### src/rtl/core_load_monitor.sv
// Per-core windowed busy-cycle monitor: scaled raw load, EMA-smoothed load and peak tracking.
// Latency: outputs update 1 cycle after a window's last sample (load_valid pulse); no backpressure, outputs only.
module core_load_monitor #(
  parameter int NUM_CORES          = 4,
  parameter int LOAD_MONITOR_WIDTH = 16,
  parameter int WINDOW_LOG2        = 10,
  parameter int EMA_SHIFT          = 2
) (
  input  logic                                             clk,
  input  logic                                             rst,
  input  logic                                             monitor_enable,
  input  logic [NUM_CORES-1:0]                             core_active,
  input  logic [NUM_CORES-1:0]                             core_busy,
  input  logic                                             ema_clear,
  input  logic                                             peak_clear,
  output logic [NUM_CORES-1:0][LOAD_MONITOR_WIDTH-1:0]     core_load,
  output logic [NUM_CORES-1:0][LOAD_MONITOR_WIDTH-1:0]     core_load_raw,
  output logic [NUM_CORES-1:0][LOAD_MONITOR_WIDTH-1:0]     core_load_peak,
  output logic                                             load_valid,
  output logic [WINDOW_LOG2-1:0]                           window_phase
);

  localparam int LW = LOAD_MONITOR_WIDTH;
  localparam int W  = WINDOW_LOG2;
  localparam int SH = LW - W;

  logic [NUM_CORES-1:0][W:0]    busy_cnt;
  logic [NUM_CORES-1:0][W:0]    cnt_next;
  logic [NUM_CORES-1:0][LW-1:0] raw_next;
  logic [NUM_CORES-1:0][LW-1:0] ema_next;
  logic [NUM_CORES-1:0][LW-1:0] peak_next;
  logic [NUM_CORES-1:0]         busy_inc;
  logic                         terminal;

  assign terminal = monitor_enable && (window_phase == {W{1'b1}});
  assign busy_inc = core_busy & core_active & {NUM_CORES{monitor_enable}};

  for (genvar g = 0; g < NUM_CORES; g++) begin : g_core
    logic [W:0]           cnt_final;
    logic [LW:0]          scaled;
    logic [LW-1:0]        raw_val;
    logic signed [LW+1:0] diff;
    logic signed [LW+1:0] step;
    logic signed [LW+1:0] sum;

    // Terminal-cycle sample is folded in before scaling.
    assign cnt_final = busy_cnt[g] + (W+1)'(busy_inc[g]);
    assign scaled    = (LW+1)'(cnt_final) << SH;
    assign raw_val   = !core_active[g] ? '0 : (scaled[LW] ? '1 : scaled[LW-1:0]);

    // Two guard bits keep the signed difference exact; result stays within 0..max.
    assign diff = $signed({2'b00, raw_val}) - $signed({2'b00, core_load[g]});
    assign step = diff >>> EMA_SHIFT;
    assign sum  = $signed({2'b00, core_load[g]}) + step;

    assign cnt_next[g]  = cnt_final;
    assign raw_next[g]  = raw_val;
    assign ema_next[g]  = (!core_active[g] || ema_clear) ? raw_val : LW'(sum);
    assign peak_next[g] = (peak_clear || (raw_val > core_load_peak[g])) ? raw_val : core_load_peak[g];
  end

  always_ff @(posedge clk or posedge rst) begin
    if (rst) begin
      busy_cnt       <= '0;
      window_phase   <= '0;
      load_valid     <= 1'b0;
      core_load      <= '0;
      core_load_raw  <= '0;
      core_load_peak <= '0;
    end else begin
      load_valid <= terminal;

      if (!monitor_enable) begin
        window_phase <= '0;
        busy_cnt     <= '0;
      end else begin
        window_phase <= window_phase + W'(1);
        for (int i = 0; i < NUM_CORES; i++) begin
          busy_cnt[i] <= terminal ? '0 : cnt_next[i];
        end
      end

      if (terminal) begin
        core_load_raw  <= raw_next;
        core_load      <= ema_next;
        core_load_peak <= peak_next;
      end else begin
        if (ema_clear)  core_load      <= '0;
        if (peak_clear) core_load_peak <= '0;
      end
    end
  end

endmodule

### config.mk
export PLATFORM = sky130hd
export DESIGN_NAME = core_load_monitor
export DESIGN_NICKNAME = d
export VERILOG_FILES = /design/src/rtl/core_load_monitor.sv
export SDC_FILE = /design/constraint.sdc
export NUM_CORES = 1
export LEC_CHECK = 0
export ABC_CLOCK_PERIOD_IN_PS = 10000
export BUFFER_PORTS_ARGS = -buffer_cell sky130_fd_sc_hd__buf_2
export CORE_MARGIN = 5
export CORE_UTILIZATION = 50
export DETAILED_ROUTE_END_ITERATION = 12
export PLACE_DENSITY = 0.71
export SLEW_MARGIN = 0
export SYNTH_ARGS = -nofsm -noshare
export SYNTH_HDL_FRONTEND = slang
export SYNTH_SLANG_ARGS = --single-unit
export TNS_END_PERCENT = 5
### constraint.sdc
create_clock -name clk -period 10 [get_ports clk]
set_clock_uncertainty 0.2 [all_clocks]
set_input_delay 2 -clock clk [delete_from_list [all_inputs] [get_ports clk]]
set_output_delay 2 -clock clk [all_outputs]
set_load 0.05 [all_outputs]
==> results of run 1 <==
logic make-up (layout without fill, tap and decap cells):
family / count (synthesis) / in the layout / synth area share, %
AOI/OAI and AO/OA: 417 / 417 / 18.1
xor gates and xnor gates: 131 / 131 / 7.44
adders and majority gates: 168 / 168 / 13.8
buffers and inverters: 206 / 382 / 6.00
DFF: 207 / 207 / 33.6
muxes: 42 / 42 / 2.85
and+or+nand+nor: 584 / 584 / 18.2
final timing paths:
path | cells after the start | slack [ps] | to | startpoint
worst max register to register | 23 | 3770 | core_load[31]$_DFFE_PP0P_ | busy_cnt[11]$_DFF_PP0_
worst min-delay path | 2 | 260 | core_load_raw[10]$_DFFE_PP0P_ | core_load_raw[10]$_DFFE_PP0P_
min in group asynchronous | 2 | 1390 | core_load[2]$_DFFE_PP0P_ | rst
worst min register to register | 2 | 260 | core_load_raw[10]$_DFFE_PP0P_ | core_load_raw[10]$_DFFE_PP0P_
max in group asynchronous | 3 | 6950 | busy_cnt[33]$_DFF_PP0_ | rst
worst max-delay path | 25 | 2030 | core_load[31]$_DFFE_PP0P_ | monitor_enable
power by group:
part	switching (mW)	internal, mW
logic	0.221	0.147
registers	0.0125	0.847
clock network	0.374	0.576
layout make-up:
class,instances,share of cell area (%)
sequential,207,29.7
tap,396,2.84
clock buffer,30,3.81
timing repair buffer,226,6.66
inverter,113,2.47
clock inverter,13,1.05
multi-input combinational,1342,53.5
through the flow:
stage	total power [mW]	hold slack (ps)	util, %	setup slack (ps)	instances
floorplan	1.17	331	-	2150	1755
global placement	1.23	246	54.4	1890	2284
detailed placement	1.24	250	54.4	1620	2284
CTS	2.20	264	57.2	2130	2327
global route	2.28	282	57.2	1470	2327
finish	2.18	258	57.2	2030	2327
cell usage after synthesis, types with 4 or more instances:
cell / instances / share of area, %
a211oi_1: 7 / 0.34
nor2_1: 135 / 3.3
o31ai_1: 9 / 0.44
or2_2: 8 / 0.32
nand4_1: 21 / 0.85
xor2_1: 50 / 2.8
buf_1: 4 / 0.097
ha_1: 165 / 13
o21ai_0: 56 / 1.8
a311oi_1: 4 / 0.23
and2_1: 20 / 0.81
inv_1: 112 / 2.7
a221oi_1: 28 / 1.6
a21oi_1: 101 / 3.3
o21bai_1: 4 / 0.19
buf_4: 40 / 1.9
a22o_1: 16 / 0.91
o21a_1: 31 / 1.5
nor2b_1: 25 / 1.0
nor3_1: 38 / 1.2
a31oi_1: 13 / 0.53
nand3_1: 46 / 1.5
a21o_1: 41 / 2.0
nand2b_1: 22 / 0.89
nand2_1: 187 / 4.6
mux2i_1: 27 / 1.8
o21ai_1: 28 / 0.91
nor4b_1: 4 / 0.23
nand3b_1: 9 / 0.44
mux2_1: 14 / 1.0
or3_1: 20 / 0.81
and3_1: 25 / 1.0
nor4_1: 7 / 0.28
a21boi_0: 33 / 1.6
clkbuf_1: 48 / 1.2
xnor2_1: 81 / 4.6
dfrtp_1: 207 / 34
a21boi_1: 7 / 0.34
state kept, by name, indices dropped and copies added, names as in the netlist:
register,cells
busy_cnt,44
window_phase,10
core_load,64
load_valid,1
core_load_peak,44
core_load_raw,44
per-layer routing:
| metal | global-route usage [%] | part of all wire [%] | vias up |
|---|---|---|---|
| met1 | 31.5 | 46 | 6382 |
| met4 | 5.89 | 2.2 | 2 |
| met2 | 38.4 | 46 | 348 |
| met5 | 0 | 0.050 | - |
| met3 | 3.38 | 6.1 | 57 |
| li1 | - | - | 6479 |
worst max-delay path, stage by stage:
cell and delay [ps]:
buf_2 350, and3_1 230, ha_1 160, ha_1 190
nand3_1 150, nor3_1 460, nand3_1 150, xor2_1 640
a21boi_0 380, ha_1 420, nand4_1 110, mux2i_1 110
or2_2 360, a21boi_0 300, xnor2_1 160, ha_1 270
or2_2 300, a21oi_1 150, a21oi_1 90, a211oi_1 370
o21bai_1 110, a21oi_1 220, o21ai_0 150, xnor2_1 150
o31ai_1 200
==> impl_metrics.json, run 1 <==
{
  "die_h_um": 186,
  "h-tree-depth": 1,
  "netlist_instances": 1755,
  "cts_buffer_depth": 3,
  "routed_wl_um": 39900,
  "clockRootBuffer": "clkbuf_16",
  "routabilityCongestion": 0.880,
  "cts.sinks": 207,
  "final_nets": 2095,
  "synth_area_um2": 15400,
  "slew_headroom_pct": 34.3,
  "fillCellCount": 2781,
  "cp_max_fo": 26,
  "drc_errors": 0,
  "ys_types": 75,
  "antenna_found_initial": 1,
  "yosysSeqAreaShare_pct": 33.6,
  "cts_resized": 0,
  "cp-end-kind": "flop",
  "yosysWarningCount": 0,
  "syn-num-nets": 1936,
  "layout-drive-gt1-share_pct": 15.0,
  "multi_input_area_um2": 9330,
  "seqCellArea_um2": 5180,
  "crit_type": "in -> reg",
  "syn_to_final_growth_pct": 13.2,
  "insertion_delay_ps": 520,
  "synth-seq-cells": 207,
  "cts-buffers-inserted": 24,
  "postPlaceCellArea_um2": 16600,
  "post-route-min-period_ps": 7970,
  "diodes": 0,
  "via_per_inst": 5.70,
  "ys_async_sr_fraction_pct": 100,
  "cts_tree": "yes",
  "cts_setup_buffers": 0,
  "hold_buffers": 0,
  "antenna_left": 0,
  "fp-row-count": 64,
  "fp.dieW_um": 186,
  "power_leakage_nw": 9.12,
  "firstDrtPassIters": 5,
  "tightest_slew_ps": 982,
  "grt_pass1_vias": 13200,
  "die_area_um2": 34400,
  "wl_per_cell_um": 17.2,
  "syn_avg_cell_area_um2": 8.78,
  "grt_pass1_wl_um": 66200,
  "synth_ff_type": "dfrtp_1",
  "start_util_pct": 50.5,
  "max_freq_mhz": 125,
  "clk_pin_slew_ps": 60,
  "overflow": 0,
  "synth_edf_count": 0,
  "layout_commonest_cell": "buf_2",
  "track_usage_pct": 23.0,
  "vias": 13300,
  "finalMaxSlewViolations": 0,
  "fin_crit_sh_pct": 79.7,
  "status": "complete, no violations",
  "core_region_area_um2": 30500,
  "p_per_area_nw_per_um2": 125,
  "crit_required_ps": 10240,
  "dp_hpwl_um": 29600,
  "dr.first_iter.drc_count": 777,
  "finalSetupViolations": 0,
  "portBuffers": 215,
  "finalInstanceArea_um2": 17400,
  "hold_viol_final": 0,
  "tns_ps": 0,
  "drv_cap": 0,
  "io_pins": 216,
  "grt_max_degree": 94,
  "rsz0062_at_grt": "no",
  "hp-class": "reg -> reg",
  "layout_common_cells": "buf_2 (214), dfrtp_1 (207), nand2_1 (187), ha_1 (165), nor2_1 (134)",
  "cp-start-kind": "input port",
  "cp.arrival_ps": 8210,
  "ir_drop_mv": 0.113
}
(Power assumes the default switching activity.)
==> run 2, diff against run 1 <==
- ABC_CLOCK_PERIOD_IN_PS: 10000 -> 7800
- clock period: 10 -> 7.8 ns (I/O delays scaled with it)
==> run 2 against run 1 <==
Compared with the run above:
- via count up 0.67%
- largest cell class unchanged
- critical path depth up 3
- die area unchanged
- critical path type unchanged
==> impl_metrics.json, run 2 (synthesized netlist as in run 1, its figures left out) <==
{
  "status": "complete, no violations",
  "layout-drive-gt1-share_pct": 15.5,
  "finalInstanceArea_um2": 17500,
  "fin_crit_sh_pct": 89.3,
  "grt_max_degree": 97,
  "largest_reg_flops": 64,
  "finalSetupViolations": 0,
  "fp.dieW_um": 186,
  "clk_pin_slew_ps": 60,
  "routabilityCongestion": 0.905,
  "critPathSlowestCell": "xor2_1",
  "cp_slowest_stage_delay_ps": 380,
  "cp-start-kind": "input port",
  "clockRootBuffer": "clkbuf_16",
  "h-tree-depth": 1,
  "io_pins": 216,
  "overflow": 0,
  "track_usage_pct": 23.2,
  "crit_type": "in -> reg",
  "setup_ws_ps": 835,
  "routed_wl_um": 41000,
  "postPlaceCellArea_um2": 16700,
  "fp-row-count": 64,
  "slew_headroom_pct": 38.1,
  "cts.sinks": 207,
  "holdWs_ps": 260,
  "cts-buffers-inserted": 25,
  "dr.first_iter.drc_count": 775,
  "die_h_um": 186,
  "grt_pass1_vias": 13100,
  "p_per_area_nw_per_um2": 159,
  "syn_to_final_growth_pct": 13.6,
  "power_leakage_nw": 9.18,
  "cp-end-kind": "flop",
  "drc_errors": 0,
  "die_area_um2": 34400,
  "insertion_delay_ps": 530,
  "finalMaxSlewViolations": 0,
  "antenna_found_initial": 2,
  "place_ws_ps": 329,
  "hold_buffers": 0,
  "cts_buffer_depth": 3,
  "fillCellCount": 2768,
  "max_freq_mhz": 144,
  "antenna_left": 0,
  "cts_setup_buffers": 0,
  "via_per_inst": 5.71,
  "vias": 13400,
  "layout_commonest_cell": "buf_2",
  "top_register": "core_load",
  "total_power_mw": 2.78,
  "grt_pass1_wl_um": 66300,
  "cts_tree": "yes",
  "cp_max_fo": 21,
  "hold_viol_final": 0,
  "final_nets": 2107,
  "post-route-min-period_ps": 6970,
  "tns_ps": 0,
  "layout_common_cells": "buf_2 (214), dfrtp_1 (207), nand2_1 (187), ha_1 (165), nor2_1 (134)",
  "tightest_slew_ps": 928,
  "start_util_pct": 50.5,
  "hp-class": "reg -> reg",
  "core_region_area_um2": 30500,
  "portBuffers": 215,
  "ir_drop_mv": 0.151,
  "cpMostUsedCell": "ha_1",
  "dp_hpwl_um": 30500,
  "drv_cap": 0,
  "wl_per_cell_um": 17.5,
  "cts_resized": 0,
  "cp.arrival_ps": 7160,
  "firstDrtPassIters": 5,
  "rsz0062_at_grt": "no",
  "crit_required_ps": 7990
}
-- run 2: changes by cell type in the layout (fill, tap and decap cells not counted), sizes merged --
cell,before,now
clkinv,4,8
inv,114,113
buf,226,237
clkinvlp,4,2
clkbuf,30,31
diode,0,1
-- run 2: worst paths after layout --
kind / from / end / slack, ps / cells after the start
max: core_active[0] / core_load[15]$_DFFE_PP0P_ / 830 / 28
max reg2reg: busy_cnt[35]$_DFF_PP0_ / core_load[63]$_DFFE_PP0P_ / 1970 / 24
max in group asynchronous: rst / busy_cnt[35]$_DFF_PP0_ / 5230 / 3
min in group asynchronous: rst / core_load[3]$_DFFE_PP0P_ / 950 / 2
min reg2reg: core_load_raw[8]$_DFFE_PP0P_ / core_load_raw[8]$_DFFE_PP0P_ / 260 / 2
min: core_load_raw[8]$_DFFE_PP0P_ / core_load_raw[8]$_DFFE_PP0P_ / 260 / 2
-- run 2: metal layers --
layer / vias to the layer above / global-route usage (%) / part of all wire (%)
met5: - / 0 / 0.027
met3: 70 / 3.28 / 5.5
met2: 358 / 39.2 / 46
met1: 6421 / 31.6 / 46
met4: 2 / 5.92 / 2.3
li1: 6506 / - / -
-- run 2: final cells by class --
class / count / area [um2] / share of cell area [%]
tap: 396 / 495 / 2.83
antenna: 1 / 2.50 / 0.0143
inverter: 113 / 432 / 2.46
sequential: 207 / 5180 / 29.6
clock inverter: 14 / 175 / 1.00
multi-input combinational: 1342 / 9330 / 53.3
timing repair buffer: 237 / 1240 / 7.10
clock buffer: 31 / 658 / 3.76
-- run 2: stage by stage --
stage	utilization [%]	std cells
after detailed placement	54.7	2295
after floorplan	-	1755
after global routing	57.4	2340
after CTS	57.4	2340
final	57.4	2341
after global placement	54.7	2295
-- run 2: power by group --
part           switching (mW)  total [mW]  internal, mW
registers              0.0165        1.10          1.09
clock network           0.474        1.20         0.729
logic                   0.288       0.478         0.189
-- run 2: critical path, delay by kind of cell --
kind / cells / cell delay (ps)
AOI/OAI and AO/OA: 12 / 1930
and+or+nand+nor: 8 / 1610
adders and majority gates: 4 / 1070
xor gates and xnor gates: 2 / 530
buffers and inverters: 1 / 300
muxes: 1 / 150
==> run 3, diff against run 2 <==
- CORE_ASPECT_RATIO: default -> 0.8
==> run 3 against run 2 <==
Compared with the run above:
- design area about the same
- critical path depth is 1 lower
- flip-flop and latch count did not move
- combinational power about the same
- wire length increased by 3.3%
- power shrank 1.4%
- utilization grew 0.23 points
- sequential share of layout area about the same
- first-iteration DRC count is 21% higher
- worst setup slack got worse by 250 ps
- non-clock buffer count fell by 2
- cell count up 0.60%
- critical path type unchanged
==> impl_metrics.json, run 3 (synthesized netlist as in run 1, its figures left out) <==
{
  "status": "complete, no violations",
  "cp.arrival_ps": 7400,
  "fin_crit_sh_pct": 92.6,
  "finalSetupViolations": 0,
  "vias": 13400,
  "die_area_um2": 34500,
  "insertion_delay_ps": 530,
  "layout_common_cells": "buf_2 (214), dfrtp_1 (207), nand2_1 (187), ha_1 (165), nor2_1 (134)",
  "post-route-min-period_ps": 7220,
  "cp_max_fo": 5,
  "cp-end-kind": "flop",
  "cts_tree": "yes",
  "portBuffers": 215,
  "slew_headroom_pct": 35.2,
  "io_pins": 216,
  "core_region_area_um2": 30400,
  "drc_errors": 0,
  "max_freq_mhz": 139,
  "layout_commonest_cell": "buf_2",
  "antenna_found_initial": 1,
  "clk_pin_slew_ps": 60,
  "dp_hpwl_um": 31700,
  "min_to": "core_load_raw[13]$_DFFE_PP0P_",
  "cts-buffers-inserted": 25,
  "rr_worst_depth": 25,
  "post-route-util_pct": 57.6,
  "via_per_inst": 5.67,
  "drv_cap": 0,
  "die_h_um": 167,
  "clockRootBuffer": "clkbuf_16",
  "fillCellCount": 2822,
  "place_ws_ps": 101,
  "routabilityCongestion": 0.952,
  "hold_buffers": 0,
  "rsz0062_at_grt": "no",
  "finalMaxSlewViolations": 0,
  "power_leakage_nw": 9.17,
  "start_util_pct": 50.7,
  "ff2ff_setup_slack_ps": 1670,
  "cts_setup_buffers": 0,
  "hp-start": "core_load_raw[13]$_DFFE_PP0P_",
  "holdWs_ps": 258,
  "top_register": "core_load",
  "fp-row-count": 57,
  "cp-start-kind": "input port",
  "largest_reg_flops": 64,
  "firstDrtPassIters": 5,
  "cts_buffer_depth": 3,
  "r2r-start": "busy_cnt[33]$_DFF_PP0_",
  "min_path_cells": 2,
  "tightest_slew_ps": 972,
  "cts.sinks": 207,
  "cts_resized": 0,
  "crit_required_ps": 7980,
  "grt_pass1_vias": 13000,
  "grt_max_degree": 73,
  "dr.first_iter.drc_count": 935,
  "finalInstanceArea_um2": 17500,
  "ir_drop_mv": 0.119,
  "crit_type": "in -> reg",
  "tns_ps": 0,
  "h-tree-depth": 1,
  "final_nets": 2105,
  "p_per_area_nw_per_um2": 157,
  "antenna_left": 0,
  "setup_ws_ps": 581,
  "track_usage_pct": 24.3,
  "hp-class": "reg -> reg",
  "routed_wl_um": 42400,
  "wl_per_cell_um": 18.0,
  "grt_pass1_wl_um": 69100,
  "layout-drive-gt1-share_pct": 15.6,
  "hold_viol_final": 0,
  "r2r_end": "core_load[63]$_DFFE_PP0P_",
  "syn_to_final_growth_pct": 13.6,
  "overflow": 0,
  "fp.dieW_um": 206,
  "postPlaceCellArea_um2": 16700
}
==> run 3: cell types whose count changed in the layout (fill, tap and decap cells not counted), sizes merged <==
cell      delta
clkinvlp     +1
clkinv       +1
clkbuf       -1
buf          -2
bufinv       -2
==> run 3: worst max-delay path by stage <==
stage	startpoint	cells past startpoint	endpoint	slack, ps
floorplan	rst	1	busy_cnt[0]$_DFF_PP0_	390
global placement	monitor_enable	27	core_load[63]$_DFFE_PP0P_	340
detailed placement	monitor_enable	27	core_load[63]$_DFFE_PP0P_	100
CTS	monitor_enable	27	core_load[63]$_DFFE_PP0P_	650
global route	monitor_enable	27	core_load[63]$_DFFE_PP0P_	130
finish	monitor_enable	27	core_load[63]$_DFFE_PP0P_	580
==> run 3: per-stage QoR <==
stage | instances | power, mW
final | 2355 | 2.75
after global routing | 2355 | 2.88
after global placement | 2310 | 1.58
after CTS | 2354 | 2.78
after detailed placement | 2310 | 1.59
after floorplan | 1755 | 1.50
==> run 3: layout make-up <==
| cell class | instances | area [um2] | share of cell area [%] |
|---|---|---|---|
| Antenna cell | 1 | 2.50 | 0.0143 |
| Clock buffer | 30 | 684 | 3.91 |
| Clock inverter | 14 | 139 | 0.793 |
| Inverter | 113 | 432 | 2.46 |
| Multi-Input combinational cell | 1342 | 9330 | 53.3 |
| Sequential cell | 207 | 5180 | 29.6 |
| Tap cell | 413 | 517 | 2.95 |
| Timing Repair Buffer | 235 | 1230 | 7.02 |
==> run 3: per-layer routing <==
layer / global-route usage [%] / routed length [um] / share of wire, %
met1: 36.7 / 20500 / 48
met5: 0 / 0 / 0
met3: 3.67 / 2610 / 6.2
met4: 5.84 / 1150 / 2.7
met2: 36.8 / 18100 / 43
==> run 3: where the power goes <==
part	switching, mW	internal (mW)	total (mW)	leakage, nW
clock network	0.472	0.691	1.16	0.403
logic	0.290	0.189	0.479	5.92
registers	0.0164	1.09	1.10	2.85
==> run 3: critical path, cell delays in order <==
cell and delay (ps):
buf_2 160, and3_1 210, ha_1 200, ha_1 270, and3_1 250, nand4_1 170, xnor2_1 320, o21a_1 210
ha_1 290, and3_1 160, a32o_1 190, a211o_1 290, a221oi_1 460, o21ai_1 200, nand2_1 130, nand2b_1 60
a21oi_1 190, xnor2_1 90, ha_1 240, or3_1 310, a2111oi_0 340, nor3_1 160, a31oi_1 270, o21ai_0 170
xor2_1 200, mux2i_1 200, o311ai_1 100
